File: src/rtl/tinyriscv_pkg.sv
// Shared types for the tinyriscv core: register-file bus widths and the
// JTAG register-access FSM state encoding.
package tinyriscv_pkg;

    localparam int unsigned RegAddrWidth = 5;
    localparam int unsigned RegWidth     = 32;

    typedef logic [RegAddrWidth-1:0] RegAddrBus;
    typedef logic [RegWidth-1:0]     RegBus;
    typedef logic                    WriteEnable;

    // States of the JTAG register-access initiator
    typedef enum logic [1:0] {
        StIdle,
        StWrite,
        StRead,
        StResp
    } jtag_acc_state_e;

endpackage

File: src/rtl/jtag_reg_access.sv
// Debug-side initiator for the register file's JTAG port. Runs one read or
// write per command, snoops the ex write port and retries any access that the
// register file would drop (write) or return stale data for (read).
module jtag_reg_access
    import tinyriscv_pkg::*;
#(
    parameter int unsigned MaxRetry = 3
) (
    input  logic      clk_i,
    input  logic      rst_i,
    input  logic      req_valid_i,
    output logic      req_ready_o,
    input  logic      req_write_i,
    input  RegAddrBus req_addr_i,
    input  RegBus     req_wdata_i,
    output logic      rsp_valid_o,
    input  logic      rsp_ready_i,
    output RegBus     rsp_rdata_o,
    output logic      rsp_err_o,
    output logic      jtag_we_o,
    output RegAddrBus jtag_addr_o,
    output RegBus     jtag_data_o,
    input  RegBus     jtag_data_i,
    input  logic      ex_we_i,
    input  RegAddrBus ex_waddr_i,
    output logic      busy_o
);

    localparam int unsigned CntW = $clog2(MaxRetry + 1);

    jtag_acc_state_e state_q, state_d;
    RegAddrBus       addr_q, addr_d;
    RegBus           wdata_q, wdata_d;
    RegBus           rdata_q, rdata_d;
    logic            err_q, err_d;
    logic [CntW-1:0] cnt_q, cnt_d;
    logic            collision;
    logic            retry_left;

    // Writes lose to any ex write; reads are stale only if ex hits the same register
    always_comb begin
        collision = 1'b0;
        if (state_q == StWrite) begin
            collision = ex_we_i && (ex_waddr_i != '0);
        end else if (state_q == StRead) begin
            collision = ex_we_i && (ex_waddr_i == addr_q);
        end
    end

    assign retry_left = (cnt_q < CntW'(MaxRetry));

    // Next-state logic: accept, access with bounded retry, then hold response
    always_comb begin
        state_d = state_q;
        addr_d  = addr_q;
        wdata_d = wdata_q;
        rdata_d = rdata_q;
        err_d   = err_q;
        cnt_d   = cnt_q;
        unique case (state_q)
            StIdle: begin
                if (req_valid_i) begin
                    addr_d  = req_addr_i;
                    wdata_d = req_wdata_i;
                    cnt_d   = '0;
                    if (req_write_i && (req_addr_i == '0)) begin
                        // x0 is read-only: fail without touching the register file
                        state_d = StResp;
                        err_d   = 1'b1;
                        rdata_d = '0;
                    end else if (req_write_i) begin
                        state_d = StWrite;
                    end else begin
                        state_d = StRead;
                    end
                end
            end
            StWrite, StRead: begin
                if (collision) begin
                    if (retry_left) begin
                        cnt_d = cnt_q + CntW'(1);
                    end else begin
                        state_d = StResp;
                        err_d   = 1'b1;
                        rdata_d = '0;
                    end
                end else begin
                    state_d = StResp;
                    err_d   = 1'b0;
                    rdata_d = (state_q == StWrite) ? wdata_q : jtag_data_i;
                end
            end
            StResp: begin
                if (rsp_ready_i) begin
                    state_d = StIdle;
                end
            end
            default: state_d = StIdle;
        endcase
    end

    // State and command registers; reset aborts any command in flight
    always_ff @(posedge clk_i or posedge rst_i) begin
        if (rst_i) begin
            state_q <= StIdle;
            addr_q  <= '0;
            wdata_q <= '0;
            rdata_q <= '0;
            err_q   <= 1'b0;
            cnt_q   <= '0;
        end else begin
            state_q <= state_d;
            addr_q  <= addr_d;
            wdata_q <= wdata_d;
            rdata_q <= rdata_d;
            err_q   <= err_d;
            cnt_q   <= cnt_d;
        end
    end

    // Ready is masked by reset so it stays low while rst_i is held
    assign req_ready_o = (state_q == StIdle) && !rst_i;
    assign busy_o      = (state_q != StIdle);
    assign rsp_valid_o = (state_q == StResp);
    assign rsp_rdata_o = rdata_q;
    assign rsp_err_o   = err_q;
    assign jtag_we_o   = (state_q == StWrite);
    assign jtag_addr_o = (state_q != StIdle) ? addr_q : '0;
    assign jtag_data_o = (state_q != StIdle) ? wdata_q : '0;

endmodule

File: config.mk
export PLATFORM = sky130hd
export DESIGN_NAME = jtag_reg_access
export DESIGN_NICKNAME = d
export VERILOG_FILES = /design/src/rtl/tinyriscv_pkg.sv /design/src/rtl/jtag_reg_access.sv
export SDC_FILE = /design/constraint.sdc
export NUM_CORES = 1
export LEC_CHECK = 0
export CORE_ASPECT_RATIO = 0.6
export CORE_MARGIN = 10
export CORE_UTILIZATION = 47
export DETAILED_ROUTE_END_ITERATION = 8
export GPL_ROUTABILITY_DRIVEN = 0
export PLACE_DENSITY = 0.86
export SYNTH_ARGS = -nofsm -noshare
export SYNTH_HDL_FRONTEND = slang
export SYNTH_SLANG_ARGS = --single-unit
export TNS_END_PERCENT = 100
File: constraint.sdc
create_clock -name clk_i -period 8.2 [get_ports clk_i]
set_input_delay 2.46 -clock clk_i [delete_from_list [all_inputs] [get_ports clk_i]]
set_output_delay 2.46 -clock clk_i [all_outputs]
set_load 0.03 [all_outputs]
== Yosys cells after proc, flatten, opt, wreduce, memory -nomap -nowiden ==
Index checks and enable logic that the tools add are counted.

* Output and inout bits: 74
* Logic and storage cells: 59
* Flip-flop bits (word level): 74

* Mux-type cells: 26
* Magnitude comparators: 1
* Reduce and logical (&&, ||, !) cells: 15
* $add $sub $neg: 1
* Equal/unequal tests: 10

{| class="wikitable"
|+ Operator list
! kind !! count
|-
| 32-bit 2-to-1 mux || 6
|-
| 32-bit one-hot mux with 2 select lines || 1
|-
| 2-bit 2-to-1 mux || 9
|-
| 2-bit inequality test (second input constant) || 4
|-
| 4-bit AND reduction || 2
|-
| 1-bit 2-to-1 mux || 6
|-
| 2-bit one-hot mux with 3 select lines || 1
|-
| 5-bit equality test || 1
|-
| 5-bit zero test || 1
|-
| 5-bit 2-to-1 mux || 1
|-
| 5-bit nonzero test || 1
|-
| 2-bit equality test (second input constant) || 2
|-
| 1-bit logical AND || 4
|-
| 2-bit one-hot mux with 2 select lines || 1
|-
| 2-bit nonzero test || 2
|-
| 3-bit inequality test (second input constant) || 1
|-
| 3-bit AND reduction || 1
|-
| 2-bit by 1-bit adder with 2-bit output (second input constant) || 1
|-
| 2-bit by 1-bit equality test with 1-bit output (second input constant) || 1
|-
| 2-bit zero test || 1
|-
| 2-bit < comparator (second input constant) || 1
|-
| 2-bit by 1-bit inequality test with 1-bit output (second input constant) || 1
|-
| 1-bit one-hot mux with 2 select lines || 1
|-
| 2-bit AND reduction || 1
|-
| 2 further kinds || 2
|}

== Depth between registers and ports, before layout ==
Gate-level depths: netlist of run 1.

* Word-level depth: 6
* Depth in mapped cells: 10
* Gate-level depth less buffers: 7

== Worst setup path before layout of run 1 ==
No wires, ideal clock.

* Kind: input port to output port
* Start point: input port rst_i
* End point: output port req_ready_o
* Buffers on the path: 0
* Slack: 2878 ps
* Stages on the path: 1
* Data required time: 5740 ps
* Arrival time: 2862 ps
* Cells stage by stage: nor2_1

* Longest elaborated chain between the ends: 2

{| class="wikitable"
|+ Ends and longest elaborated chain
! what !! RTL line !! text
|-
| start: declaration || jtag_reg_access.sv:10 || <nowiki>input logic rst_i,</nowiki>
|-
| 1-bit zero test || jtag_reg_access.sv:122 || <nowiki>assign req_ready_o = (state_q == StIdle) && !rst_i;</nowiki>
|-
| 1-bit logical AND || jtag_reg_access.sv:122 ||
|-
| end: declaration || jtag_reg_access.sv:12 || <nowiki>output logic req_ready_o,</nowiki>
|}

Every way passes these cells.

== Worst setup path in the final report of run 1 ==
Ends and elaborated chain as after synthesis.

==> results of run 1 <==
-- per-stage QoR --
stage               hold slack (ns)  setup slack [ns]  power [W]
finish                       0.5145             2.052   0.002699
global route                 0.5466             2.011   0.002865
floorplan                    0.4939             2.878   0.001732
CTS                          0.5218             2.035   0.002733
detailed placement           0.5095             2.040   0.002305
global placement             0.4835             2.068   0.002256
-- how the worst max path moves through the flow --
stage                       end  cells after the start
floorplan           req_ready_o                      1
global placement    req_ready_o                      3
detailed placement  req_ready_o                      3
CTS                 req_ready_o                      3
global route        req_ready_o                      3
finish              req_ready_o                      3
-- cell type report --
class | count | share of cell area
inverter | 38 | 0.02493
clock inverter | 5 | 0.01356
tap | 108 | 0.02362
timing repair buffer | 157 | 0.2730
multi-input combinational | 184 | 0.2988
clock buffer | 11 | 0.04243
sequential | 74 | 0.3237
-- per-layer routing --
| metal | vias to the layer above | GRT usage |
|---|---|---|
| li1 | 1377 | - |
| met1 | 1401 | 0.2259 |
| met2 | 128 | 0.3115 |
| met3 | 15 | 0.07912 |
| met4 | 0 | 0.05486 |
| met5 | - | 0 |
-- registers in the layout, summed over array words and instances, names as in the netlist --
signal / flops
addr_q: 5
state_q: 2
rsp_rdata_o: 32
wdata_q: 32
rsp_err_o: 1
cnt_q: 2
-- placed cells by master, fill, tap and decap left out, drive strengths merged --
| master | synthesis | layout |
|---|---|---|
| a21oi | 2 | 2 |
| a221oi | 1 | 1 |
| a31oi | 1 | 1 |
| a41oi | 2 | 2 |
| and2 | 1 | 1 |
| buf | 9 | 4 |
| bufinv | 0 | 2 |
| clkbuf | 10 | 11 |
| clkdlybuf4s50 | 0 | 153 |
| clkinv | 0 | 2 |
| clkinvlp | 0 | 1 |
| dfrtp | 74 | 74 |
| ha | 6 | 6 |
| inv | 38 | 38 |
| mux2 | 38 | 38 |
| mux2i | 35 | 35 |
| nand2 | 3 | 3 |
| nor2 | 9 | 9 |
| nor2b | 37 | 37 |
| nor3 | 1 | 1 |
| nor4 | 1 | 1 |
| o21a | 1 | 1 |
| o21ai | 4 | 4 |
| o22ai | 33 | 33 |
| o31ai | 1 | 1 |
| or3 | 1 | 1 |
| or4 | 1 | 1 |
| or4b | 1 | 1 |
| xnor2 | 5 | 5 |
-- cells by family (layout without fill, tap and decap cells) --
kind of cell	count (synthesis)	in the layout	share of synthesized area
fa+ha+maj	6	6	0.01981
simple gates	55	55	0.08389
flops	74	74	0.4888
compound gates	45	45	0.1258
xor+xnor	5	5	0.01156
buf+inv	57	211	0.06473
mux	73	73	0.2054
-- power by group --
part	internal [W]	total (W)	switching, W
Clock	0.000273	0.000418	0.000145
Sequential	0.000535	0.000642	0.000108
Combinational	0.000709	0.00164	0.000930
-- worst max-delay path: stages --
cell and delay [ns]:
clkdlybuf4s50_1 0.43, nor2_1 0.10, clkdlybuf4s50_1 0.69
==> results.json, run 1 <==
{
  "status": "finished clean",
  "grt_max_degree": 75,
  "fin_area_um2": 5720,
  "fin_cells": 577,
  "syn_area_um2": 3789,
  "synth_edf_count": 0,
  "numCtsBuffers": 9,
  "clock_path_buffers": 2,
  "drc": 0,
  "regToRegEndpoint": "rsp_rdata_o[29]",
  "grt-ovfl-total": 0,
  "syn_inst": 315,
  "syn_area_per_cell_um2": 12.03,
  "slew_violations": 0,
  "numPortBuffers": 153,
  "fill_cells": 572,
  "ys_types": 29,
  "post_cts.repair.setup_buffers": 0,
  "synth_commonest_cells": "dfrtp_1, inv_1, mux2_2",
  "rr_startpoint": "state_q[1]",
  "syn-num-nets": 401,
  "seq_area_frac_synth": 0.4888,
  "fin_worst_skew_ns": 0.005980,
  "synth_seq_cells": 74,
  "grt_first_pass_wirelength_um": 17770,
  "r2r_cells": 8,
  "hold_start": "rsp_err_o",
  "final.min_clock_period_ns": 6.148,
  "worstMarginPinSlew_ns": 0.9877,
  "fp.dieH_um": 89.55,
  "peakVddDrop_mv": 0.2979,
  "vias": 2921,
  "antenna_found_initial": 0,
  "firstDrtPassIters": 4,
  "rows": 25,
  "area_growth_pct": 50.99,
  "multi_input_area_um2": 1709,
  "placed_cell_area_um2": 5400,
  "vias_per_cell": 5.062,
  "crit_type": "in2out",
  "min_path_cells": 1,
  "crit_fanout": 2,
  "cts.sinks": 74,
  "holdBufCountCts": 0,
  "required_ns": 5.74,
  "crit_arrival_ns": 3.69,
  "insertion_delay_ns": 0.33,
  "post-route-period-util": 0.7497,
  "slew_headroom": 0.3392,
  "dieArea_um2": 12170,
  "cp-start-kind": "input pin",
  "final_net_count": 550,
  "drt-initial-drc-count": 217,
  "rsz0062_at_grt": "no",
  "cp-end-kind": "output port",
  "async_flop_share": 1.000,
  "max_freq_mhz": 162.7,
  "yosysMostFrequentCell": "dfrtp_1",
  "root_buffer": "clkbuf_16",
  "ios": 154,
  "synthFlopType": "dfrtp_1",
  "route.met3.wl_um": 1166,
  "yosysTopAreaCell": "dfrtp_1",
  "yosysWarnings": 0,
  "coreArea_um2": 7851,
  "regArea_um2": 1852,
  "fin_tns_setup_ns": 0,
  "rrSetupSlack_ns": 4.74,
  "min_to": "rsp_err_o",
  "dpl.hpwl_um": 8362,
  "highest_layer": "met4",
  "hold_class": "reg2reg",
  "antenna-diode-count": 0,
  "crit_path_start": "rst_i",
  "grt_use_total": 0.1900,
  "initial_core_util": 0.4825,
  "grt_pass1_vias": 3208,
  "finalHoldViolCount": 0,
  "powerDensity_nw_per_um2": 471.9,
  "final_util": 0.7286,
  "ant_nets": 0,
  "ys_top_cells_by_area": "dfrtp_1, mux2_2, o22ai_2",
  "routed_wl_um": 11220,
  "drive_gt1_frac": 0.1983,
  "die_x_um": 135.9,
  "p_leak_nw": 2.363,
  "routedWlPerCell_um": 19.45,
  "setup_viol": 0,
  "htree_num_levels": 3,
  "synth_top_area_share": 0.4888,
  "met1Wirelength_um": 4705,
  "clk_pin_slew_ns": 0.05,
  "cts_tree": "yes",
  "maxCapViolCount": 0,
  "route.met2.wl_um": 5258,
  "place_inst": 561,
  "cts-resized-gates": 0
}
Note: power is estimated with default switching activity, not from simulation.
==> run 2, diff against run 1 <==
- CORE_UTILIZATION: 47 -> 44
- PLACE_DENSITY: 0.86 -> 0.82
- clock period: 8.2 -> 6.25 ns (I/O delays scaled with it)
==> run 2 against run 1 <==
Against the previous run:
- critical path depth did not move
- global-route usage shrank 2.0 points
- count of clock-buffer cells in the layout grew 1
- sequential power increased by 31%
- cell count grew 0.52%
- sequential share of layout area down 0.057 points
- final area is 0.17% higher
- die area is 5.5% higher
- critical path type unchanged
- critical endpoint unchanged
- largest power group unchanged
==> results.json, run 2 (synthesis gave the netlist of run 1 again) <==
{
  "status": "finished clean",
  "routedWlPerCell_um": 18.82,
  "rsz0062_at_grt": "no",
  "hold_start": "rsp_err_o",
  "rows": 26,
  "required_ns": 4.38,
  "numCtsBuffers": 9,
  "max_freq_mhz": 201.8,
  "fin_worst_skew_ns": 0.006303,
  "vias": 2876,
  "setup_viol": 0,
  "vias_per_cell": 4.959,
  "root_buffer": "clkbuf_16",
  "dpl.hpwl_um": 7925,
  "powerDensity_nw_per_um2": 619.9,
  "p_leak_nw": 2.363,
  "cts-resized-gates": 0,
  "finalHoldViolCount": 0,
  "min_path_cells": 1,
  "clock_path_buffers": 2,
  "grt_max_degree": 43,
  "cp-end-kind": "output port",
  "drive_gt1_frac": 0.1987,
  "coreArea_um2": 8458,
  "peakVddDrop_mv": 0.4436,
  "crit_arrival_ns": 3.08,
  "hold_class": "reg2reg",
  "grt-ovfl-total": 0,
  "regToRegEndpoint": "rsp_rdata_o[29]",
  "layout_commonest_cell": "clkdlybuf4s50_1",
  "cts.sinks": 74,
  "slew_headroom": 0.3007,
  "final_cell_mix": "clkdlybuf4s50_1, dfrtp_1, mux2_2",
  "ant_nets": 0,
  "drc": 0,
  "antenna_found_initial": 0,
  "fin_tns_setup_ns": 0,
  "clk_pin_slew_ns": 0.05,
  "cts_tree": "yes",
  "firstDrtPassIters": 4,
  "drt-initial-drc-count": 112,
  "final_net_count": 549,
  "r2r_cells": 9,
  "die_x_um": 139.8,
  "worst_hold_slack_ns": 0.4909,
  "post_cts.repair.setup_buffers": 0,
  "maxCapViolCount": 0,
  "crit_type": "in2out",
  "slew_violations": 0,
  "crit_fanout": 2,
  "ios": 154,
  "min_to": "rsp_err_o",
  "antenna-diode-count": 0,
  "htree_num_levels": 3,
  "dieArea_um2": 12840,
  "routed_wl_um": 10920,
  "grt_use_total": 0.1704,
  "rrSetupSlack_ns": 2.77,
  "grt_pass1_vias": 3237,
  "holdBufCountCts": 0,
  "final.min_clock_period_ns": 4.957,
  "rr_startpoint": "state_q[1]",
  "cp-start-kind": "input pin",
  "post-route-period-util": 0.7931,
  "area_growth_pct": 51.26,
  "numPortBuffers": 153,
  "insertion_delay_ns": 0.33,
  "fp.dieH_um": 91.88,
  "initial_core_util": 0.4479,
  "grt_first_pass_wirelength_um": 17520,
  "worstMarginPinSlew_ns": 1.045
}
## run 2: worst max-delay path by stage
stage	start	end	slack [ns]
finish	rst_i	req_ready_o	1.29
global route	rst_i	req_ready_o	1.20
CTS	rst_i	req_ready_o	1.28
detailed placement	rst_i	req_ready_o	1.30
global placement	rst_i	req_ready_o	1.28
floorplan	rst_i	req_ready_o	2.10
## run 2: stage by stage
stage	utilization	setup WS, ns	total power, W	area [µm²]	instances
final	0.6775	1.293	0.003552	5731	580
after CTS	0.6775	1.284	0.003589	5731	580
after global routing	0.6775	1.199	0.003755	5731	580
after detailed placement	0.6385	1.297	0.003008	5400	564
after floorplan	-	2.098	0.002272	3789	315
after global placement	0.6385	1.282	0.002961	5400	564
## run 2: routing by layer
layer	up-vias	track usage	routed length, µm
met5	-	0	0
met1	1390	0.2075	4895
met4	0	0.04110	87
li1	1370	-	-
met3	11	0.09475	1178
met2	105	0.2578	4755
## run 2: critical path: stages
cell and delay, ns:
clkdlybuf4s50_1 0.43, nor2_1 0.10, clkdlybuf4s50_1 0.68
## run 2: final cells by class
class	instances	area [µm²]
clock buffers	12	256.5
multi-input cells	184	1712
flip-flops and latches	74	1852
fillers	644	2728
well taps	112	140.1
repair buffers	156	1554
inverters	38	142.6
clock inverters	4	73.82
## run 2: power by group
part           switching, W  internal (W)
Combinational       0.00122      0.000929
Clock              0.000194      0.000371
Sequential         0.000138      0.000701
==> run 3, diff against run 2 <==
- clock period: 6.25 -> 4.8 ns (I/O delays scaled with it)
==> run 3 against run 2 <==
Against the previous run:
- final area is 0.35% higher
- critical path depth stayed put
- first-iteration DRC count is 6.3% lower
- sequential power is 30% higher
- global-route usage is 0.19 points lower
- largest power group unchanged
==> results.json, run 3 (synthesis gave the netlist of run 1 again) <==
{
  "status": "finished clean",
  "setup_ws_ns": 0.7132,
  "cpPeakStageDelay_ns": 0.68,
  "r2r_cells": 7,
  "ant_nets": 0,
  "root_buffer": "clkbuf_16",
  "final_net_count": 550,
  "worstMarginPinSlew_ns": 1.018,
  "rr_startpoint": "state_q[1]",
  "crit_type": "in2out",
  "cp-start-kind": "input pin",
  "regToRegEndpoint": "rsp_rdata_o[29]",
  "rsz0062_at_grt": "no",
  "worstSetupPathDepth": 3,
  "post_cts.repair.setup_buffers": 0,
  "crit_buf_inv": 2,
  "cts-resized-gates": 0,
  "fin_worst_skew_ns": 0.004577,
  "grt_first_pass_wirelength_um": 17370,
  "cts_tree": "yes",
  "crit_arrival_ns": 2.65,
  "final.min_clock_period_ns": 4.087,
  "critPathSlowestCell": "clkdlybuf4s50_1",
  "required_ns": 3.36,
  "drt-initial-drc-count": 105,
  "finalPower_w": 0.004650,
  "routedWlPerCell_um": 18.86,
  "numCtsBuffers": 9,
  "area_growth_pct": 51.78,
  "peakVddDrop_mv": 0.6102,
  "die_x_um": 139.8,
  "holdBufCountCts": 0,
  "rrSetupSlack_ns": 1.51,
  "clock_path_buffers": 2,
  "drive_gt1_frac": 0.2004,
  "dieArea_um2": 12840,
  "hold_class": "reg2reg",
  "setup_viol": 0,
  "crit_fanout": 2,
  "numPortBuffers": 153,
  "critical_path.top_delay_family": "buffers and inverters",
  "grt_pass1_vias": 3228,
  "routed_wl_um": 10960,
  "grt-ovfl-total": 0,
  "layout_commonest_cell": "clkdlybuf4s50_1",
  "post-route-period-util": 0.8514,
  "drc": 0,
  "coreArea_um2": 8458,
  "rows": 26,
  "firstDrtPassIters": 4,
  "slew_headroom": 0.3190,
  "powerDensity_nw_per_um2": 808.6,
  "initial_core_util": 0.4479,
  "max_freq_mhz": 244.7,
  "crit_chain": "clkdlybuf4s50_1, nor2_1, clkdlybuf4s50_1",
  "cp-end-kind": "output port",
  "crit_path_start": "rst_i",
  "slew_violations": 0,
  "insertion_delay_ns": 0.33,
  "fp.dieH_um": 91.88,
  "grt_max_degree": 61,
  "crit_end": "req_ready_o",
  "ios": 154,
  "htree_num_levels": 3,
  "dpl.hpwl_um": 8168,
  "finalHoldViolCount": 0,
  "vias": 2889,
  "antenna_found_initial": 0,
  "grt_use_total": 0.1684,
  "critPathMostFrequentCell": "clkdlybuf4s50_1",
  "final_cell_mix": "clkdlybuf4s50_1, dfrtp_1, mux2_2",
  "fin_tns_setup_ns": 0,
  "maxCapViolCount": 0,
  "clk_pin_slew_ns": 0.05,
  "antenna-diode-count": 0,
  "cts.sinks": 74,
  "vias_per_cell": 4.972,
  "pre_cts_ws_ns": 0.6500,
  "p_leak_nw": 2.372
}
[run 3: area by class of cell]
| cell class | instances | area [µm²] |
|---|---|---|
| Clock buffer | 12 | 256.5 |
| Fill cell | 658 | 2708 |
| Sequential cell | 74 | 1852 |
| Clock inverter | 4 | 73.82 |
| Inverter | 38 | 142.6 |
| Timing Repair Buffer | 157 | 1574 |
| Multi-Input combinational cell | 184 | 1712 |
| Tap cell | 112 | 140.1 |
[run 3: routing by layer]
layer	GRT usage	share of wire
met1	0.2041	0.44
met2	0.2687	0.47
met3	0.07827	0.088
met4	0.03853	0.0083
met5	0	0
[run 3: power by group]
part           leakage [nW]  total [W]  internal (W)  switching [W]
Combinational          1.29    0.00282       0.00124        0.00158
Sequential            0.919    0.00109      0.000913       0.000180
Clock                 0.163   0.000734      0.000483       0.000251
[run 3: per-stage QoR]
stage          hold WS (ns)  instance area (µm²)    util  std cells
2_1_floorplan        0.4939                 3789       -        315
3_3_place_gp         0.4755                 5420  0.6408        565
3_5_place_dp         0.4885                 5420  0.6408        565
4_1_cts              0.5005                 5751  0.6799        581
5_1_grt              0.5131                 5751  0.6799        581
6_report             0.5002                 5751  0.6799        581
[run 3: how the worst min path moves through the flow]
stage,startpoint,endpoint,cells past startpoint
detailed placement,rsp_err_o,rsp_err_o,1
global route,rsp_err_o,rsp_err_o,1
finish,rsp_err_o,rsp_err_o,1
floorplan,wdata_q[0],wdata_q[0],1
CTS,rsp_err_o,rsp_err_o,1
global placement,rsp_err_o,rsp_err_o,1
[run 3: worst reg2reg max path: cells and delay by family, from the launching register on]
kind	cells	cell delay [ns]
buf+inv	2	0.59
fa+ha+maj	1	0.56
simple gates	2	1.27
flops	1	0.40
compound gates	2	0.30
